==> src/rtl/fetch_pkg.sv <==
// Shared types and defaults for the instruction fetch stage.
package fetch_pkg;

    localparam int unsigned RV          = 32;
    localparam int unsigned QDEPTH_DEF  = 4;
    localparam logic [RV-1:0] RESET_PC_DEF = '0;

    typedef struct packed {
        logic [15:0]   ins;
        logic [RV-1:0] pc;
        logic          fault;
    } parcel_t;

    typedef enum logic [1:0] {
        S_IDLE,
        S_WAIT,
        S_WAIT_DISCARD
    } fetch_state_e;

endpackage

==> src/rtl/fetch_if.sv <==
// Instruction bus plus decode-side handshake of the fetch stage.
interface fetch_if;
    import fetch_pkg::*;

    logic          ifetch_req;
    logic [RV-1:0] ifetch_addr;
    logic          ifetch_ack;
    logic [31:0]   ifetch_data;
    logic          ifetch_err;
    logic          next;
    logic          redirect;
    logic [RV-1:0] redirect_pc;
    logic [15:0]   ins;
    logic [RV-1:0] ins_pc;
    logic          ins_fault;
    logic          idone;

    modport master (
        output ifetch_req, ifetch_addr, ins, ins_pc, ins_fault, idone,
        input  ifetch_ack, ifetch_data, ifetch_err, next, redirect, redirect_pc
    );

    modport slave (
        input  ifetch_req, ifetch_addr, ins, ins_pc, ins_fault, idone,
        output ifetch_ack, ifetch_data, ifetch_err, next, redirect, redirect_pc
    );

endinterface

==> src/rtl/fetch_queue.sv <==
// Circular parcel queue: up to two pushes and one pop per cycle, registered head.
module fetch_queue
    import fetch_pkg::*;
#(
    parameter int unsigned   DEPTH    = QDEPTH_DEF,
    parameter logic [RV-1:0] RESET_PC = RESET_PC_DEF
) (
    input  logic                   clk,
    input  logic                   reset,
    input  logic                   push0_i,
    input  logic                   push1_i,
    input  parcel_t                data0_i,
    input  parcel_t                data1_i,
    input  logic                   pop_i,
    input  logic                   flush_i,
    output logic [$clog2(DEPTH):0] count_o,
    output parcel_t                head_o
);

    localparam int unsigned PW = $clog2(DEPTH);
    localparam int unsigned CW = PW + 1;

    parcel_t        mem_q [DEPTH];
    logic [CW-1:0]  rd_q, rd_d, wr_q, wr_d, wr1, cnt_pop;
    parcel_t        head_q, head_d;

    // Next pointers and the parcel that will sit at the head next cycle.
    always_comb begin
        wr1     = wr_q + CW'(push0_i);
        wr_d    = wr1 + CW'(push1_i);
        rd_d    = rd_q + CW'(pop_i);
        cnt_pop = wr_q - rd_d;
        head_d  = head_q;
        if (flush_i) begin
            rd_d = '0;
            wr_d = '0;
        end else if (cnt_pop != '0) begin
            head_d = mem_q[rd_d[PW-1:0]];
        end else if (push0_i) begin
            head_d = data0_i;
        end else if (push1_i) begin
            head_d = data1_i;
        end
    end

    always_ff @(posedge clk) begin
        if (!reset) begin
            rd_q   <= '0;
            wr_q   <= '0;
            head_q <= '{ins: 16'h0, pc: RESET_PC, fault: 1'b0};
        end else begin
            rd_q   <= rd_d;
            wr_q   <= wr_d;
            head_q <= head_d;
        end
    end

    always_ff @(posedge clk) begin
        if (push0_i) mem_q[wr_q[PW-1:0]] <= data0_i;
        if (push1_i) mem_q[wr1[PW-1:0]]  <= data1_i;
    end

    assign count_o = wr_q - rd_q;
    assign head_o  = head_q;

endmodule

==> src/rtl/fetch.sv <==
// Instruction fetch: word reads split into 16-bit parcels, redirect and fault handling.
module fetch
    import fetch_pkg::*;
#(
    parameter int unsigned   QDEPTH   = QDEPTH_DEF,
    parameter logic [RV-1:0] RESET_PC = RESET_PC_DEF
) (
    input logic     clk,
    input logic     reset,
    fetch_if.master bus
);

    localparam int unsigned CW = $clog2(QDEPTH) + 1;

    fetch_state_e  state_q, state_d;
    logic          req_q, req_d;
    logic [RV-1:0] addr_q, addr_d;
    logic [RV-1:0] pc_q, pc_d;
    logic          fault_q, fault_d;

    logic          push0, push1, flush, pop_c;
    logic          ack_v, drop, good, can_issue;
    logic [CW-1:0] count, free;
    parcel_t       lo_p, hi_p, head;
    logic          unused_rpc0;

    // Bit 0 of the redirect target is ignored.
    assign unused_rpc0 = bus.redirect_pc[0];

    fetch_queue #(.DEPTH(QDEPTH), .RESET_PC(RESET_PC)) u_queue (
        .clk     (clk),
        .reset   (reset),
        .push0_i (push0),
        .push1_i (push1),
        .data0_i (lo_p),
        .data1_i (hi_p),
        .pop_i   (pop_c),
        .flush_i (flush),
        .count_o (count),
        .head_o  (head)
    );

    always_comb begin
        state_d   = state_q;
        req_d     = req_q;
        addr_d    = addr_q;
        pc_d      = pc_q;
        fault_d   = fault_q;
        push0     = 1'b0;
        push1     = 1'b0;
        flush     = 1'b0;

        pop_c = bus.next && (count != '0) && !bus.redirect;
        ack_v = bus.ifetch_ack && (state_q != S_IDLE);
        drop  = ack_v && ((state_q == S_WAIT_DISCARD) || bus.redirect);
        good  = ack_v && !drop;

        lo_p = '{ins: bus.ifetch_data[15:0],  pc: addr_q,             fault: bus.ifetch_err};
        hi_p = '{ins: bus.ifetch_data[31:16], pc: addr_q + RV'(2),    fault: bus.ifetch_err};

        if (good) begin
            push0   = !pc_q[1];
            push1   = 1'b1;
            pc_d    = addr_q + RV'(4);
            fault_d = bus.ifetch_err;
        end
        if (bus.redirect) begin
            flush   = 1'b1;
            pc_d    = {bus.redirect_pc[RV-1:1], 1'b0};
            fault_d = 1'b0;
        end

        // A redirect empties the queue this cycle, so all slots count as free.
        free      = bus.redirect ? CW'(QDEPTH) : CW'(QDEPTH) - count;
        can_issue = (free >= CW'(2)) && !fault_d;

        case (state_q)
            S_IDLE: begin
                if (can_issue) begin
                    state_d = S_WAIT;
                    req_d   = 1'b1;
                    addr_d  = {pc_d[RV-1:2], 2'b00};
                end
            end
            S_WAIT, S_WAIT_DISCARD: begin
                if (ack_v) begin
                    if (drop && can_issue) begin
                        state_d = S_WAIT;
                        addr_d  = {pc_d[RV-1:2], 2'b00};
                    end else begin
                        state_d = S_IDLE;
                        req_d   = 1'b0;
                    end
                end else if (bus.redirect) begin
                    state_d = S_WAIT_DISCARD;
                end
            end
            default: begin
                state_d = S_IDLE;
                req_d   = 1'b0;
            end
        endcase
    end

    always_ff @(posedge clk) begin
        if (!reset) begin
            state_q <= S_IDLE;
            req_q   <= 1'b0;
            addr_q  <= {RESET_PC[RV-1:2], 2'b00};
            pc_q    <= RESET_PC;
            fault_q <= 1'b0;
        end else begin
            state_q <= state_d;
            req_q   <= req_d;
            addr_q  <= addr_d;
            pc_q    <= pc_d;
            fault_q <= fault_d;
        end
    end

    assign bus.ifetch_req  = req_q;
    assign bus.ifetch_addr = addr_q;
    assign bus.ins         = head.ins;
    assign bus.ins_pc      = head.pc;
    assign bus.ins_fault   = head.fault;
    assign bus.idone       = pop_c;

endmodule

==> src/flat_wrapper.sv <==
// flat-port wrapper written by rule: the top's interface ports become plain ports
module fetch_flat import fetch_pkg::*;
#(
    parameter int unsigned   QDEPTH   = QDEPTH_DEF,
    parameter logic [RV-1:0] RESET_PC = RESET_PC_DEF
)
  (clk, reset, bus_ifetch_req, bus_ifetch_addr, bus_ins, bus_ins_pc, bus_ins_fault, bus_idone, bus_ifetch_ack, bus_ifetch_data, bus_ifetch_err, bus_next, bus_redirect, bus_redirect_pc);
  fetch_if bus_i ();
  input logic clk;
  input logic reset;
  output wire logic [$bits(bus_i.ifetch_req)-1:0] bus_ifetch_req;
  output wire logic [$bits(bus_i.ifetch_addr)-1:0] bus_ifetch_addr;
  output wire logic [$bits(bus_i.ins)-1:0] bus_ins;
  output wire logic [$bits(bus_i.ins_pc)-1:0] bus_ins_pc;
  output wire logic [$bits(bus_i.ins_fault)-1:0] bus_ins_fault;
  output wire logic [$bits(bus_i.idone)-1:0] bus_idone;
  input wire logic [$bits(bus_i.ifetch_ack)-1:0] bus_ifetch_ack;
  input wire logic [$bits(bus_i.ifetch_data)-1:0] bus_ifetch_data;
  input wire logic [$bits(bus_i.ifetch_err)-1:0] bus_ifetch_err;
  input wire logic [$bits(bus_i.next)-1:0] bus_next;
  input wire logic [$bits(bus_i.redirect)-1:0] bus_redirect;
  input wire logic [$bits(bus_i.redirect_pc)-1:0] bus_redirect_pc;
  assign bus_ifetch_req = bus_i.ifetch_req;
  assign bus_ifetch_addr = bus_i.ifetch_addr;
  assign bus_ins = bus_i.ins;
  assign bus_ins_pc = bus_i.ins_pc;
  assign bus_ins_fault = bus_i.ins_fault;
  assign bus_idone = bus_i.idone;
  assign bus_i.ifetch_ack = bus_ifetch_ack;
  assign bus_i.ifetch_data = bus_ifetch_data;
  assign bus_i.ifetch_err = bus_ifetch_err;
  assign bus_i.next = bus_next;
  assign bus_i.redirect = bus_redirect;
  assign bus_i.redirect_pc = bus_redirect_pc;
  fetch #(.QDEPTH(QDEPTH), .RESET_PC(RESET_PC)) u_core (.clk(clk), .reset(reset), .bus(bus_i));
endmodule
==> config.mk <==
export PLATFORM = sky130hd
export DESIGN_NAME = fetch_flat
export DESIGN_NICKNAME = d
export VERILOG_FILES = /design/src/rtl/fetch_pkg.sv /design/src/rtl/fetch_if.sv /design/src/rtl/fetch_queue.sv /design/src/rtl/fetch.sv /design/src/flat_wrapper.sv
export SDC_FILE = /design/constraint.sdc
export NUM_CORES = 1
export LEC_CHECK = 0
export CAP_MARGIN = 5
export CORE_MARGIN = 5
export CORE_UTILIZATION = 40
export CTS_CLUSTER_SIZE = 8
export DETAILED_ROUTE_END_ITERATION = 16
export GPL_TIMING_DRIVEN = 0
export HOLD_SLACK_MARGIN = 0.12
export PLACE_DENSITY = 0.64
export SYNTH_ARGS = -nofsm -noshare
export SYNTH_HDL_FRONTEND = slang
export SYNTH_SLANG_ARGS = --single-unit
==> constraint.sdc <==
create_clock -name clk -period 11.59 [get_ports clk]
set_input_delay 3.477 -clock clk [delete_from_list [all_inputs] [get_ports clk]]
set_output_delay 3.477 -clock clk [all_outputs]
set_load 0.01 [all_outputs]
# [Word level (Yosys, flattened, before mapping)]
# Memories as Yosys holds them, arrays and structs flattened.
# Index checks and enable logic that the tools add are counted.
[totals] regBits=123 ramBits=196 inputBits=70 word_cells=85 n_memories=1
[classes] n_addsub=8 n_lt_le_gt_ge=1 eq_ne=7 mux=28 bitwise=2 reduce_logical=26
[memory_table] name="u_core.u_queue.mem_q" words=4 word_bits=49 read_ports=1 rd_clocked_by_memory_dff=0 write_ports=2 line_no="fetch_queue.sv:23" rtl="parcel_t mem_q [DEPTH];"
[op_table] op="$mux 32" count=5
[op_table] op="$mux 49" count=3
[op_table] op="$pmux 32 s2" count=1
[op_table] op="$add 32x2->32 const B" count=1
[op_table] op="$add 32x3->32 const B" count=1
[op_table] op="$mux 1" count=13
[op_table] op="$add 3x1->3" count=3
[op_table] op="$reduce_bool 3->1" count=3
[op_table] op="$logic_and 1x1->1" count=7
[op_table] op="$mux 2" count=3
[op_table] op="$ne 2x1->1 const B" count=3
[op_table] op="$reduce_bool 2->1" count=3
[op_table] op="$reduce_or 2->1" count=3
[op_table] op="$sub 3x3->3" count=2
[op_table] op="$logic_not 1->1" count=4
[op_table] op="$pmux 2 s2" count=1
[op_table] op="$reduce_and 2->1" count=2
[op_table] op="$reduce_and 4->1" count=1
[op_table] op="$ge 3x2->1 const B" count=1
[op_table] op="$mux 3" count=1
[op_table] op="$ne 3x2->1 const B" count=1
[op_table] op="$reduce_and 3->1" count=1
[op_table] op="$sub 3x3->3 const A" count=1
[op_table] op="$eq 2x1->1 const B" count=1
[op_table] op="other kinds (6)" count=7

# [Depth between registers and ports, before layout]
[depth] word_depth=13 ltp_mapped=16 mapped_depth_nobuf=13

# [Cells and area by module]
# A second synthesis with hierarchy kept.
[unflattened] cells_unflattened=1353 hier_area_um2=16120.5
[by_module_without_submodules] module="fetch_queue" n_inst=1 cells_each=965 area_per_inst_um2=12803.5 seq_area_each_um2=6986.7
[by_module_without_submodules] module="fetch" n_inst=1 cells_each=388 area_per_inst_um2=3316.9 seq_area_each_um2=1301.2

# [Least setup slack after synthesis]
# OpenSTA, ideal clock, no wires.
[synth_timing] kind="in2reg" startpoint="input port bus_redirect" endpoint="memory u_core.u_queue.mem_q[1][0] (netlist bit), enable pin" setup_time_ns=0.586 arrival_ns=9.309 slack_ns=1.696 path_stages=5 n_path_buf=3 path_cell_list="buf_6 > or4b_1 > buf_6 > clkbuf_1 > o41ai_1"
[synth_rtl] item="from (decl)" line_no="flat_wrapper.sv:21" rtl="input wire logic [$bits(bus_i.redirect)-1:0] bus_redirect;"
[synth_rtl] item="to (decl)" line_no="fetch_queue.sv:23"

# [Worst setup path after layout]
[layout_timing] startpoint="input port bus_redirect" endpoint="output port bus_idone"
[layout_between] elab_chain_len=2
[layout_lines] item="$logic_not 1->1" line_no="fetch.sv:53" rtl="pop_c = bus.next && (count != '0) && !bus.redirect;"
[layout_lines] item="$logic_and 1x1->1" line_no="fetch.sv:53"
[layout_lines] item="to (decl)" line_no="flat_wrapper.sv:16" rtl="output wire logic [$bits(bus_i.idone)-1:0] bus_idone;"
# Every way passes these cells.

==> summary.md <==
| Metric | Value |
|---|---|
| Most used DFF post-synth | `edfxtp_1` |
| First-pass GRT wire length | `60900 um` |
| Aggregate global routing overflow | `0` |
| Area of the mapped netlist | `13900 um2` |
| Chip height | `197 um` |
| Routability Congestion | `0.862` |
| Share of cells above drive strength 1 | `16.6%` |
| Post-route DRC | `0` |
| Max FO, Critical Path | `10` |
| H-tree depth | `2` |
| Layout area overhead | `24.5%` |
| Initial DRC Count | `888` |
| # IOs | `153` |
| Fin crit share | `76.7%` |
| Power per cell area | `223 nW/um2` |
| Initial core utilization | `40.5%` |
| Nets@finish | `1381` |
| Num Clock Sinks | `311` |
| Hold Slack | `468 ps` |
| Post-CTS Hold Buffers | `0` |
| N_diodes | `0` |
| Cts bufs inserted | `44` |
| Required time worst endpoint | `8110 ps` |
| Setup WS post-layout | `2700 ps` |
| Overall Power | `3.87 mW` |
| Maxcap violations | `0` |
| Core area | `34500 um2` |
| Grt met2 use | `33.6%` |
| Switching part of the total | `33.3%` |
| FP Rows | `68` |
| Met3 usage | `4.27%` |
| P_leak | `6.11 nW` |
| Critical Path Sink Type | `output pin` |
| Status | `completed` |
| Seq/Total Area, Yosys | `58.4%` |
| Clk_skew | `15.1 ps` |
| EDFF count, synth | `192` |
| Post-CTS Resized | `0` |
| Peak VDD IR | `0.108 mV` |
| Vias in the first global route | `10253` |
| CTS tree | `yes` |
| Global Route met1 Usage | `26.7%` |
| Die W | `197 um` |
| Mapped Cells | `1092` |
| Relative slew slack | `32.5%` |
| Largest net degree at the start of global routing | `49` |
| Yosys cell types | `64` |
| Clk Latency, worst-skew pair | `540 ps` |
| Worst reg2reg path depth | `11` |
| Final Hold Vio Count | `0` |
| FF-to-FF setup slack | `7330 ps` |
| Final antenna-violating net count | `0` |
| CTS Buffer Depth | `3` |
| CTS clock-pin slew for the worst setup and hold paths | `50 ps` |
| Fmax | `112 MHz` |
| Initial antenna violation count | `1` |
| Vias per Instance | `5.57` |
| Drt wl/cell | `22.0 um` |
| Yosys reg bits | `311` |
| Arrival @ worst endpoint | `5420 ps` |
| Synth async-reset ratio | `0%` |
| Final min period | `8890 ps` |
| DP HPWL | `26900 um` |
| Worst slew pin tran | `1000 ps` |
| Final core utilization | `50.4%` |
| Syn avg cell area | `12.8 um2` |
| Gr usage total | `20.1%` |
| Combinational fraction of design power | `30.2%` |
| Die ar. | `38700 um2` |
| Busiest grt layer | `met2` |
| Root Driver | `clkbuf_16` |
| Hold WC Path Type | `reg2reg` |
| RSZ-0062 raised after global routing | `no` |
| Clock share of power | `30.5%` |
| Crit path launch | `bus_redirect` |
| Kind of critical path | `in2out` |
| Internal power | `2.58 mW` |
| DRT Pass-1 Iters | `5` |
| Total Neg Setup Slack | `0 ps` |
| Switching power | `1.29 mW` |
| Seq pwr share | `39.2%` |
| PortBufs | `147` |
| Critical R2R Capture | `u_core.u_queue.mem_q[0][12]` |
| Setup violators final | `0` |
| Setup slack after placement | `2740 ps` |
| Setup crit end | `bus_idone` |
| CP Launch Type | `input pin` |
| Synth Warn # | `0` |
| FF-to-FF Start | `u_core.state_q[0]` |
| Final WL | `39300 um` |
| DR vias | `9931` |
| Max Slew Vio Count | `0` |
| Setup repair bufs after CTS | `0` |
cell families (layout without fill, tap and decap cells):
family | Yosys count | in the layout | synth area share (%)
compound gates | 202 | 202 | 9.28
mux | 148 | 148 | 15.5
fa+ha+maj | 15 | 15 | 1.40
simple gates | 288 | 288 | 10.5
buf+inv | 101 | 336 | 3.27
xor+xnor | 26 | 26 | 1.63
flops | 311 | 311 | 58.4
other cells | 1 | 3 | 0.0269
stage by stage:
step	instance area [um2]	instances
floorplan	14000	1094
finish	17400	1784
detailed placement	16100	1705
global route	17400	1784
CTS	17400	1784
global placement	16000	1696
cells in the final DEF, fill, tap and decap left out, types with 11 or more instances in the layout:
cell type,n
edfxtp_1,192
clkdlybuf4s50_1,147
dfxtp_1,119
nand2_1,88
clkbuf_1,83
nor2_1,65
mux2_2,65
a21oi_1,60
mux4_2,48
a211oi_1,47
o21ai_0,46
clkbuf_16,44
and3_1,38
mux2i_1,35
nor3_1,27
buf_2,22
nand3_1,17
o32ai_1,16
xor2_1,15
inv_1,14
buf_4,14
ha_1,14
xnor2_1,11
worst min path at each step:
stage                               from                   endpoint  depth (start not counted)
2_1_floorplan             u_core.fault_q             u_core.fault_q                          2
3_3_place_gp           u_core.state_q[0]          u_core.state_q[0]                          2
3_5_place_dp   u_core.u_queue.head_o[44]  u_core.u_queue.head_o[44]                          2
4_1_cts        u_core.u_queue.head_o[44]  u_core.u_queue.head_o[44]                          2
5_1_grt        u_core.u_queue.head_o[44]  u_core.u_queue.head_o[44]                          2
6_report       u_core.u_queue.head_o[44]  u_core.u_queue.head_o[44]                          2
layer usage:
layer / up-vias / routed length (um)
met5: - / 11
met4: 2 / 953
met3: 68 / 2540
met2: 361 / 19200
met1: 4918 / 16600
li1: 4582 / -
registers in the layout (all words and copies together) (netlist names):
name and cells:
u_core.pc_q 31, u_core.bus.ifetch_req 1, u_core.state_q 2, u_core.u_queue.rd_q 3, u_core.fault_q 1, u_core.u_queue.mem_q 192
u_core.bus.ifetch_addr 30, u_core.u_queue.head_o 48, u_core.u_queue.wr_q 3
final cells by class:
| class | instances | area (um2) |
|---|---|---|
| Buffer | 85 | 394 |
| Clock buffer | 76 | 1220 |
| Clock inverter | 3 | 45.0 |
| Fill cell | 3009 | 17100 |
| Inverter | 16 | 62.6 |
| Multi-Input combinational cell | 682 | 5380 |
| Sequential cell | 311 | 8150 |
| Tap cell | 455 | 569 |
| Timing Repair Buffer | 156 | 1550 |
critical path, stage by stage:
cell,delay [ps]
buf_6,120
clkbuf_1,430
clkbuf_1,620
nor3b_1,170
clkdlybuf4s50_1,590
power groups by stage:
stage | combinational (mW) | clock, mW | sequential (mW)
final | 1.17 | 1.18 | 1.52
after global routing | 1.27 | 1.25 | 1.54
after CTS | 1.17 | 1.20 | 1.52
after detailed placement | 1.16 | 0 | 1.54
after global placement | 1.14 | 0 | 1.54
after floorplan | 0.675 | 0 | 1.53
cell usage after synthesis (3+ instances only):
cell type	count	area (um2)
edfxtp_1	192	5770
dfxtp_1	119	2380
nand2_1	90	338
mux2_2	65	732
nor2_1	65	244
a21oi_1	60	300
clkbuf_1	51	191
mux4_2	48	1080
a211oi_1	47	353
o21ai_0	46	230
and3_1	38	238
mux2i_1	35	350
nor3_1	27	135
buf_2	22	110
nand3_1	17	85.1
o32ai_1	16	140
xor2_1	15	131
ha_1	14	175
inv_1	14	52.6
xnor2_1	11	96.3
nand4_1	9	56.3
o21a_1	7	52.6
buf_4	6	45.0
a311oi_1	5	43.8
and2_1	5	31.3
and4_1	5	43.8
nor4_1	5	31.3
a221oi_1	4	35.0
nand2b_1	4	25.0
a31oi_1	3	18.8
buf_6	3	33.8
nor3b_1	3	22.5
or4_1	3	22.5
No activity file was read; power rests on OpenSTA's default activity.
